File: src/rtl/multi_op_shift_controller_if.sv
// Control/handshake bundle between the top-level controller interface and
// the shift/accumulate sequencer. The master side issues jobs and accepts
// results. The slave side is the sequencer, which drives the datapath strobes.
interface multi_op_shift_controller_if #(
  parameter int IDX_W = 2,
  parameter int SH_W  = 2
);
  // Job request and result-acceptance signals
  logic             start;
  logic             abort;
  logic             shift_dir;
  logic [SH_W-1:0]  shift_amt;
  logic             out_ready;

  // Datapath strobes and status
  logic             rst_out;
  logic             ld_A;
  logic             ld_B;
  logic             l_1;
  logic             l_2;
  logic [1:0]       shctrl;
  logic             ld_out;
  logic             out_valid;
  logic [IDX_W-1:0] op_idx;
  logic             busy;
  logic             done;

  modport master (
    output start, abort, shift_dir, shift_amt, out_ready,
    input  rst_out, ld_A, ld_B, l_1, l_2, shctrl, ld_out, out_valid,
           op_idx, busy, done
  );

  modport slave (
    input  start, abort, shift_dir, shift_amt, out_ready,
    output rst_out, ld_A, ld_B, l_1, l_2, shctrl, ld_out, out_valid,
           op_idx, busy, done
  );
endinterface

File: src/rtl/multi_op_shift_controller.sv
// Sequencing FSM for the shift/accumulate datapath. Each start runs a job of
// N_OPS operand pairs. Every operand is loaded and then shifted for a captured
// number of cycles in a captured direction. The operand is then accumulated,
// and the result is offered downstream on a valid/ready handshake. Outputs are
// a Moore decode of the state register. An abort cancels the job without
// pulsing done.
module multi_op_shift_controller #(
  parameter int N_OPS     = 4,
  parameter int MAX_SHIFT = 3
) (
  input  logic                       clk,
  input  logic                       rst,
  multi_op_shift_controller_if.slave bus
);

  localparam int IDX_W = (N_OPS > 1) ? $clog2(N_OPS) : 1;
  localparam int SH_W  = $clog2(MAX_SHIFT + 1);

  localparam logic [IDX_W-1:0] LAST_IDX = IDX_W'(N_OPS - 1);
  localparam logic [SH_W-1:0]  SH_MAX   = SH_W'(MAX_SHIFT);
  localparam logic [SH_W-1:0]  SH_ONE   = SH_W'(1);

  typedef enum logic [2:0] {
    S_IDLE,
    S_INIT,
    S_LOAD,
    S_SHIFT,
    S_ACC,
    S_OUT,
    S_DONE
  } state_t;

  state_t           state, state_nxt;
  logic [IDX_W-1:0] idx_q, idx_nxt;
  logic [SH_W-1:0]  cnt_q, cnt_nxt;
  logic [SH_W-1:0]  amt_q, amt_nxt;
  logic             dir_q, dir_nxt;
  logic [SH_W-1:0]  amt_clamped;

  // Saturate the requested shift count at MAX_SHIFT. When the port width
  // cannot represent anything larger, no comparator is needed.
  generate
    if (MAX_SHIFT == (1 << SH_W) - 1) begin : g_no_clamp
      assign amt_clamped = bus.shift_amt;
    end else begin : g_clamp
      assign amt_clamped = (bus.shift_amt > SH_MAX) ? SH_MAX : bus.shift_amt;
    end
  endgenerate

  // State, operand index, shift counter and captured job parameters
  always_ff @(posedge clk or negedge rst) begin
    if (!rst) begin
      state <= S_IDLE;
      idx_q <= '0;
      cnt_q <= '0;
      amt_q <= '0;
      dir_q <= 1'b0;
    end else begin
      // NOTE: non-blocking assignments keep every register updating from
      // pre-edge values, so the order of these lines does not matter.
      state <= state_nxt;
      idx_q <= idx_nxt;
      cnt_q <= cnt_nxt;
      amt_q <= amt_nxt;
      dir_q <= dir_nxt;
    end
  end

  // Next-state and next-data decode; abort preempts every busy state
  always_comb begin
    // NOTE: every target gets a hold value first, so paths that leave a
    // signal unassigned cannot infer a latch.
    state_nxt = state;
    idx_nxt   = idx_q;
    cnt_nxt   = cnt_q;
    amt_nxt   = amt_q;
    dir_nxt   = dir_q;

    if (state != S_IDLE && bus.abort) begin
      state_nxt = S_IDLE;
    end else begin
      unique case (state)
        S_IDLE: begin
          // start is ignored when abort is asserted in the same cycle
          if (bus.start && !bus.abort) begin
            dir_nxt   = bus.shift_dir;
            amt_nxt   = amt_clamped;
            idx_nxt   = '0;
            state_nxt = S_INIT;
          end
        end
        S_INIT: begin
          idx_nxt   = '0;
          state_nxt = S_LOAD;
        end
        S_LOAD: begin
          cnt_nxt   = amt_q;
          state_nxt = (amt_q != '0) ? S_SHIFT : S_ACC;
        end
        S_SHIFT: begin
          cnt_nxt = cnt_q - SH_ONE;
          // The count is at least 1 on entry, so this state takes amt cycles
          if (cnt_q <= SH_ONE) state_nxt = S_ACC;
        end
        S_ACC: begin
          state_nxt = S_OUT;
        end
        S_OUT: begin
          // Stall here until downstream accepts the result
          if (bus.out_ready) begin
            if (idx_q == LAST_IDX) begin
              state_nxt = S_DONE;
            end else begin
              idx_nxt   = idx_q + IDX_W'(1);
              state_nxt = S_LOAD;
            end
          end
        end
        S_DONE: begin
          state_nxt = S_IDLE;
        end
        default: begin
          state_nxt = S_IDLE;
        end
      endcase
    end
  end

  // Moore output decode; IDLE (including reset) drives every output low
  always_comb begin
    bus.rst_out   = 1'b0;
    bus.ld_A      = 1'b0;
    bus.ld_B      = 1'b0;
    bus.l_1       = 1'b0;
    bus.l_2       = 1'b0;
    bus.shctrl    = 2'b00;
    bus.ld_out    = 1'b0;
    bus.out_valid = 1'b0;
    bus.op_idx    = (state == S_IDLE) ? '0 : idx_q;
    bus.busy      = (state != S_IDLE);
    bus.done      = 1'b0;

    unique case (state)
      S_INIT:  bus.rst_out = 1'b1;
      S_LOAD: begin
        bus.ld_A = 1'b1;
        bus.ld_B = 1'b1;
        // The first operand is a fresh load, not an accumulate
        bus.l_2  = (idx_q == '0);
      end
      S_SHIFT: bus.shctrl = dir_q ? 2'b10 : 2'b01;
      S_ACC: begin
        bus.l_1    = 1'b1;
        bus.ld_out = 1'b1;
      end
      S_OUT:   bus.out_valid = 1'b1;
      S_DONE:  bus.done = 1'b1;
      default: ;
    endcase
  end

endmodule
File: src/flat_wrapper.sv
// flat-port wrapper written by rule: the top's interface ports become plain ports
module multi_op_shift_controller_flat 
#(
  parameter int N_OPS     = 4,
  parameter int MAX_SHIFT = 3
)
  (clk, rst, bus_start, bus_abort, bus_shift_dir, bus_shift_amt, bus_out_ready, bus_rst_out, bus_ld_A, bus_ld_B, bus_l_1, bus_l_2, bus_shctrl, bus_ld_out, bus_out_valid, bus_op_idx, bus_busy, bus_done);
  multi_op_shift_controller_if bus_i ();
  input  logic clk;
  input  logic rst;
  input wire logic [$bits(bus_i.start)-1:0] bus_start;
  input wire logic [$bits(bus_i.abort)-1:0] bus_abort;
  input wire logic [$bits(bus_i.shift_dir)-1:0] bus_shift_dir;
  input wire logic [$bits(bus_i.shift_amt)-1:0] bus_shift_amt;
  input wire logic [$bits(bus_i.out_ready)-1:0] bus_out_ready;
  output wire logic [$bits(bus_i.rst_out)-1:0] bus_rst_out;
  output wire logic [$bits(bus_i.ld_A)-1:0] bus_ld_A;
  output wire logic [$bits(bus_i.ld_B)-1:0] bus_ld_B;
  output wire logic [$bits(bus_i.l_1)-1:0] bus_l_1;
  output wire logic [$bits(bus_i.l_2)-1:0] bus_l_2;
  output wire logic [$bits(bus_i.shctrl)-1:0] bus_shctrl;
  output wire logic [$bits(bus_i.ld_out)-1:0] bus_ld_out;
  output wire logic [$bits(bus_i.out_valid)-1:0] bus_out_valid;
  output wire logic [$bits(bus_i.op_idx)-1:0] bus_op_idx;
  output wire logic [$bits(bus_i.busy)-1:0] bus_busy;
  output wire logic [$bits(bus_i.done)-1:0] bus_done;
  assign bus_i.start = bus_start;
  assign bus_i.abort = bus_abort;
  assign bus_i.shift_dir = bus_shift_dir;
  assign bus_i.shift_amt = bus_shift_amt;
  assign bus_i.out_ready = bus_out_ready;
  assign bus_rst_out = bus_i.rst_out;
  assign bus_ld_A = bus_i.ld_A;
  assign bus_ld_B = bus_i.ld_B;
  assign bus_l_1 = bus_i.l_1;
  assign bus_l_2 = bus_i.l_2;
  assign bus_shctrl = bus_i.shctrl;
  assign bus_ld_out = bus_i.ld_out;
  assign bus_out_valid = bus_i.out_valid;
  assign bus_op_idx = bus_i.op_idx;
  assign bus_busy = bus_i.busy;
  assign bus_done = bus_i.done;
  multi_op_shift_controller #(.N_OPS(N_OPS), .MAX_SHIFT(MAX_SHIFT)) u_core (.clk(clk), .rst(rst), .bus(bus_i));
endmodule
File: config.mk
export PLATFORM = sky130hd
export DESIGN_NAME = multi_op_shift_controller_flat
export DESIGN_NICKNAME = d
export VERILOG_FILES = /design/src/rtl/multi_op_shift_controller_if.sv /design/src/rtl/multi_op_shift_controller.sv /design/src/flat_wrapper.sv
export SDC_FILE = /design/constraint.sdc
export NUM_CORES = 1
export LEC_CHECK = 0
export CORE_ASPECT_RATIO = 0.75
export CORE_MARGIN = 2
export CORE_UTILIZATION = 40
export CTS_CLUSTER_DIAMETER = 100
export CTS_CLUSTER_SIZE = 40
export DETAILED_ROUTE_END_ITERATION = 10
export GPL_TIMING_DRIVEN = 0
export PLACE_DENSITY = 0.69
export SLEW_MARGIN = 30
export SYNTH_ARGS = -nofsm -noshare
export SYNTH_HDL_FRONTEND = slang
export SYNTH_SLANG_ARGS = --single-unit
export TNS_END_PERCENT = 100
File: constraint.sdc
create_clock -name clk -period 2.2 [get_ports clk]
set_clock_uncertainty 0.05 [all_clocks]
set_input_delay 0.55 -clock clk [delete_from_list [all_inputs] [get_ports clk]]
set_output_delay 0.55 -clock clk [all_outputs]
set_load 0.01 [all_outputs]
* After elaboration in Yosys (flattened, before gate mapping)
Index checks and enable logic that the tools add are counted.
Storage, ports and cells: flip-flop bits (word level) 10
Operators by class: add/sub/neg operators 2, $lt $le $gt $ge 1, equality and inequality tests 13, muxes and demuxes 21, bitwise operators 1, reductions and logical operators 13
Operators by type and width (count):
- 3-bit 2-to-1 mux | 6
- 3-bit one-hot mux with 6 select lines | 1
- 2-bit 2-to-1 mux | 6
- 3-bit == test, second input constant | 3
- 3-bit by 2-bit == test with 1-bit output, second input constant | 2
- 1-bit 2-to-1 mux | 6
- 3-bit by 1-bit != test with 1-bit output, second input constant | 2
- 2-bit one-hot mux with 3 select lines | 1
- 3-bit AND reduction | 2
- 3-bit nonzero test | 2
- 5-bit AND reduction | 1
- 2-bit != test, second input constant | 2
- 2-bit one-hot mux with 2 select lines | 1
- 2-bit nonzero test | 2
- 3-bit by 1-bit == test with 1-bit output, second input constant | 1
- 3-bit logical NOT | 1
- 3-bit by 2-bit != test with 1-bit output, second input constant | 1
- 2-bit by 1-bit adder with 2-bit output, second input constant | 1
- 2-bit == test, second input constant | 1
- 2-bit by 1-bit less-or-equal comparator with 1-bit output, second input constant | 1
- 1-bit logical AND | 2
- 2-bit logical NOT | 1
- 2-bit by 1-bit != test with 1-bit output, second input constant | 1
- 2-bit AND reduction | 1
- 3 further kinds | 3

* Depth between registers and ports, before layout
word-level depth 5, depth in mapped cells 5

* Worst setup path after synthesis
OpenSTA, ideal clock, no wires.
path kind register to output, from register u_core.state[1], to output port bus_ld_out, arrival 1.267 ns, data required time 1.600 ns, path slack 0.333 ns, stages on the path, launching flop included 5, path buffers 2, cell sequence dfrtp_1 buf_4 nor2b_1 nor2b_1 buf_4
Between the ends: word-level cells in the longest chain between the ends 2
Ends and longest elaborated chain:
- from (decl) | RTL line multi_op_shift_controller.sv:33 | state_t state, state_nxt;
- from (signal assigned) | RTL line multi_op_shift_controller.sv:61 | state <= state_nxt;
- 3-bit == test
- 1-bit 2-to-1 mux
- to (decl) | RTL line flat_wrapper.sv:22 | output wire logic [$bits(bus_i.ld_out)-1:0] bus_ld_out;
Every way passes these cells.

* Worst setup path after layout
from register u_core.state[1], to output port bus_ld_A
Between the ends: word-level cells in the longest chain between the ends 2
Ends and longest elaborated chain:
- 3-bit by 2-bit == test with 1-bit output | RTL line multi_op_shift_controller.sv:143 | unique case (state)
- 1-bit 2-to-1 mux | RTL line multi_op_shift_controller.sv:143
- to (decl) | RTL line flat_wrapper.sv:17 | output wire logic [$bits(bus_i.ld_A)-1:0] bus_ld_A;
Every way passes these cells.

==> results.md <==
- Status: completed
- Post-synth cell types: 35
- P_leak: 0.557 nW
- Synth async-reset ratio: 100%
- Clk slew on worst S/H paths: 0.07 ns
- RR Startpoint: u_core.state[0]$_DFFE_PN0P_
- Hold Buf Count CTS: 0
- Sequential share of the synthesized area: 33.1%
- Synth-to-Final Area Change: 43.5%
- Worst-path maximum fanout: 10
- Slowest CP cell: dfrtp_2
- Hold_sp: u_core.dir_q$_DFFE_PN0P_
- Die W: 54.2 um
- Initial antenna violation count: 0
- CP arrival: 1.53 ns
- I/O pin count: 21
- Unrepaired setup endpoints after global routing: no
- Drt total wl: 1.63 mm
- Global Route Usage Sum: 17.0%
- Register bit total from synthesis: 10
- Critical path's most frequent cell: and2b_2
- DP Worst Slack: -0.202 ns
- HP Class: reg -> reg
- Port bufs: 20
- Warnings, synthesis: 0
- Core area: 1760 sq um
- Fillers: 157
- Detailed Routing Iterations Pass 1: 3
- Final Setup Violations: 0
- Power Dens Cells: 874 nW/um^2
- Vias in the first global route: 621
- Detail Route Antenna Nets: 0
- First-pass GRT wire length: 2.81 mm
- Seq pwr share: 31.1%
- Register area: 253 sq um
- P_sw: 0.351 mW
- Critical path endpoint category: primary output
- Combinational power share: 55.7%
- Fin. max-slew vios: 0
- Highest Clock Rate: 470 MHz
- Htree depth: 1
- Inserted Clock Buffers: 3
- Share of cells above drive strength 1: 31.1%
- Sw frac: 37.0%
- Fin crit share: 96.8%
- Synthesized instance count: 74
- Top cell type's share of synthesized area: 33.1%
- Clock power frac: 13.2%
- Number of flops mapped to enable cells by yosys: 0
- Synth Area per Inst: 10.2 sq um
- Initial Util: 43.1%
- Synthesized cell area: 757 sq um
- Overflow after GRT: 0
- Antenna cells: 0
- Cell taking the most area after synthesis: dfrtp_1
- Number of max-cap violations: 0
- WP data required: 1.60 ns
- TritonCTS clock tree: yes
- # DRC: 0
- Die Y: 41.7 um
- Worst slew margin: 69.0%
- CTS sink count: 10
- Max Buffers Root-to-Sink: 2
- Die area: 2260 sq um
- Placed cell area: 985 sq um
- Power Internal: 0.598 mW
- Clk_lat worst skew: 0.27 ns
- Nets: 119
- Util after Layout: 61.8%
- CP top delay family: simple AND/OR/NAND/NOR gates
- DRT iter0 DRCs: 5
- Final Critical Period: 2.13 ns
- WL/cell: 12.8 um
- Mapped Nets: 85
- Setup ws final: 0.0702 ns
- Worst hold margin: 0.459 ns
- Crit-path max cell delay: 0.41 ns
- Primary FF master, synth: dfrtp_1
- Worst vdd ir: 0.576 mV
- Synth top area cells: dfrtp_1 (33%), ha_1 (5.0%), mux2_1 (4.5%), mux2i_1 (4.0%), buf_4 (4.0%)
- Most frequent cell after synthesis: dfrtp_1
- Worst-margin pin slew: 0.463 ns
- Vias: 660
- Final GP Congestion: 0.751
- Post-DR vias/cell: 5.16
- Design Area, Final: 1090 sq um
- # rows: 13
- Crit path buffers/inverters: 2
- Largest net degree at the start of global routing: 11
- Detailed Place HPWL: 1.16 mm
- Root Driver: clkbuf_4
- Multi-input gate area: 450 sq um
- Count of final hold-check violations: 0
- Crit path kind: reg -> out
- Crit-path cells: buf_6 > and2b_2 > and2b_2 > dlygate4sd2_1
- Commonest cells post-synth: dfrtp_1 (10), nor2_1 (7), buf_4 (4), inv_1 (4)
- Crit start category: flop
- Critical Path Source: u_core.state[1]$_DFFE_PN0P_
-- power by group through the flow --
stage / clock (mW) / sequential (mW) / combinational [mW]
floorplan: 0 / 0.299 / 0.317
finish: 0.125 / 0.295 / 0.529
detailed placement: 0 / 0.315 / 0.459
global placement: 0 / 0.313 / 0.451
global route: 0.140 / 0.308 / 0.581
CTS: 0.128 / 0.295 / 0.516
-- registers in the layout, indices dropped and copies added, names as in the netlist --
register / flops
u_core.state: 3
u_core.amt_q: 2
u_core.cnt_q: 2
u_core.idx_q: 2
u_core.dir_q: 1
-- final timing paths --
check                           cells after the start                           to  slack (ns)
min in group asynchronous                           1  u_core.idx_q[1]$_DFFE_PN0P_        0.54
max in group asynchronous                           1  u_core.state[0]$_DFFE_PN0P_        1.22
worst min-delay path                                1     u_core.dir_q$_DFFE_PN0P_        0.46
worst max-delay path                                4                     bus_ld_A        0.07
worst max register to register                      5  u_core.amt_q[1]$_DFFE_PN0P_        0.59
worst min register to register                      1     u_core.dir_q$_DFFE_PN0P_        0.46
-- stage by stage --
| step | power (mW) | cells | TNS (ns) |
|---|---|---|---|
| after floorplan | 0.616 | 74 | 0 |
| after global placement | 0.764 | 116 | -0.519 |
| after detailed placement | 0.774 | 116 | -0.570 |
| after CTS | 0.939 | 127 | 0 |
| after global routing | 1.03 | 128 | 0 |
| final | 0.949 | 128 | 0 |
-- kinds of logic (layout without fill, tap and decap cells) --
| family | Yosys count | count (layout) | synth area share (%) |
|---|---|---|---|
| flip-flops | 10 | 10 | 33.1 |
| adder cells (fa/ha/maj) | 3 | 3 | 4.96 |
| AND/OR/NAND/NOR | 32 | 32 | 29.3 |
| buffers and inverters | 10 | 42 | 8.92 |
| AO/OA/AOI/OAI | 12 | 12 | 13.9 |
| multiplexers | 7 | 7 | 9.92 |
-- area by class of cell --
class / instances / area share [%]
buffer: 6 / 5.53
multi-input combinational: 54 / 41.5
sequential: 10 / 23.3
tap: 22 / 2.53
inverter: 4 / 1.38
timing repair buffer: 29 / 23.7
clock buffer: 3 / 2.07
-- what timing repair did --
item | CTS | global route
gates cloned | 0 | 0
buffers inserted | 8 | 1
pin swaps | 1 | 0
gates resized for setup | 19 | 7
endpoints found under the setup margin | 13 | 5
-- per-layer routing --
metal / wire, um / up-vias / GRT usage, %
met4: 12 / 0 / 5.00
met3: 118 / 3 / 6.83
met5: 0 / - / 0
met1: 742 / 316 / 24.2
li1: - / 325 / -
met2: 759 / 16 / 23.6
-- cells in the final DEF, fill, tap and decap left out, types with 2 or more instances in the layout --
| cell type | synthesis | routed |
|---|---|---|
| nand2_1 | 3 | 3 |
| nand3_1 | 2 | 2 |
| and2b_2 | 1 | 2 |
| buf_4 | 4 | 12 |
| a21oi_1 | 3 | 3 |
| nor2_1 | 7 | 7 |
| nand3b_1 | 2 | 2 |
| dfrtp_2 | 0 | 2 |
| mux2_1 | 3 | 3 |
| dfrtp_1 | 10 | 8 |
| clkbuf_4 | 0 | 3 |
| o32ai_1 | 2 | 2 |
| dlymetal6s2s_1 | 0 | 4 |
| mux2i_1 | 3 | 3 |
| buf_6 | 2 | 4 |
| dlygate4sd2_1 | 0 | 6 |
| ha_1 | 3 | 3 |
| or2b_1 | 2 | 2 |
| and2_1 | 3 | 3 |
| inv_1 | 4 | 4 |
| clkdlybuf4s50_1 | 0 | 7 |
Power figures use the tool's default switching activity.
==> patch: new RTL, same flow settings <==
The 7 states of `state_t` get a one-hot encoding in 7 bits.
--- a/src/rtl/multi_op_shift_controller.sv
+++ b/src/rtl/multi_op_shift_controller.sv
@@ -22,10 +22,10 @@
 
-  typedef enum logic [2:0] {
-    S_IDLE,
-    S_INIT,
-    S_LOAD,
-    S_SHIFT,
-    S_ACC,
-    S_OUT,
-    S_DONE
+  typedef enum logic [6:0] {
+    S_IDLE  = 7'b0000001,
+    S_INIT  = 7'b0000010,
+    S_LOAD  = 7'b0000100,
+    S_SHIFT = 7'b0001000,
+    S_ACC   = 7'b0010000,
+    S_OUT   = 7'b0100000,
+    S_DONE  = 7'b1000000
   } state_t;
Behaviour: no difference found for any inputs over 10 cycles, from zero or initial values and one cycle with rst low; not proved beyond that.
==> patch against the unedited design <==
- area after synthesis grew 19%
- worst hold slack improved by 0.031 ns
- critical path depth rose by 1
- setup slack worse by 0.48 ns
- cell count is 31% higher
- design area is 35% higher
- synthesized cell count up 31%
- highest routed layer unchanged
- register-to-register slack worse by 0.56 ns
- the run now ends with design-rule violations, negative setup slack left
- critical path type unchanged
- sequential cell count up 4
- via count is 55% higher
- wire length increased by 84%
- utilization is 9.4 points higher
Power is not compared: it rests on default switching activity, and its combinational part moved more than twofold at a synthesized area within 25%.
==> patch: results (changes against the unedited design) <==
Worst Path Arrival - 2.01 ns (was 1.53 ns)
gate count of the mapped netlist - 97 (was 74)
GPL Wtd Cong - 0.861 (was 0.751)
Crit-path slowest cell - or4_4 (was dfrtp_2)
nets@finish - 156 (was 119)
worst-path fanout max - 2 (was 10)
clock latency on the worst-skew pair - 0.28 ns
post-route worst setup slack - -0.407 ns (was 0.0702 ns)
outcome - finished, violations left (was finished clean)
Post-DP Area - 1130 µm² (was 985 µm²)
worst r2r src - u_core.state[6] (was u_core.state[0])
vias per std cell - 6.11 (was 5.16)
final setup vio count - 12 (was 0)
final cell count without fillers - 168 (was 128)
drc violations - 1 (was 0)
Post-Syn Nets - 108 (was 85)
synth top area cells - dfrtp_1 36%, nor2_1 4.6%, ha_1 4.2% (was dfrtp_1 33%, ha_1 5.0%, mux2_1 4.5%)
pin slew with the least headroom to its limit - 0.653 ns (was 0.463 ns)
register area share after synthesis - 39.0% (was 33.1%)
Placed Cells - 141 (was 116)
clock slew at reported path FFs - 0.09 ns (was 0.07 ns)
Detailed Route Iter0 Violations - 58 (was 5)
R2R setup slack - 0.03 ns (was 0.59 ns)
max FFs per register - 7 (was 3)
post-CTS resize count - 79 (was 19)
layout cells sized above 1 - 49.3% (was 31.1%)
R2R cell count - 9 (was 5)
Setup crit end - bus_out_valid (was bus_ld_A)
Post-synth top cells - 13 x dfrtp_1, 11 x nor2_1, 8 x inv_1, 4 x nor3_1, 4 x nor4b_1 (was 10 x dfrtp_1, 7 x nor2_1, 4 x buf_4, 4 x inv_1)
first-pass GRT wire length - 4730 µm (was 2810 µm)
DR WL/cell - 17.9 µm (was 12.8 µm)
post-route setup TNS - -2.77 ns (was 0 ns)
# Post-CTS Setup Buffers - 17 (was 8)
failing checks - design-rule violations, negative setup slack
GR Util All Layers - 24.4% (was 17.0%)
Worst setup startpoint - u_core.state[6] (was u_core.state[1])
vias in the first global route - 1,010 (was 621)
max incr delay on CP - 0.51 ns (was 0.41 ns)
dpl ws - -0.537 ns (was -0.202 ns)
patch: routing by layer:
metal / routed length [µm] / share of wire (%) / track usage [%] / up-vias
met5: 0 / 0 / 0 / -
met3: 263 / 8.8 / 7.16 / 12
met1: 1240 / 41 / 31.1 / 504
met4: 86 / 2.9 / 9.55 / 0
li1: - / - / - / 450
met2: 1410 / 47 / 39.6 / 60
patch: layout make-up:
class                           instances  area (µm²)
Timing Repair Buffer                   44         394
Inverter                                8        30.0
Tap cell                               24        30.0
Sequential cell                        14         354
Clock buffer                            4        36.3
Fill cell                             139         596
Multi-Input combinational cell         70         587
Buffer                                  4        40.0
patch: cells by family after synthesis:
logic type                 count (synthesis)  share of synthesized area (%)
buffers and inverters                     13                           6.39
adders and majority gates                  3                           4.17
AOI/OAI and AO/OA                         17                           14.0
DFF                                       14                           39.0
muxes                                      5                           5.97
xor gates and xnor gates                   1                          0.972
and+or+nand+nor                           44                           29.4
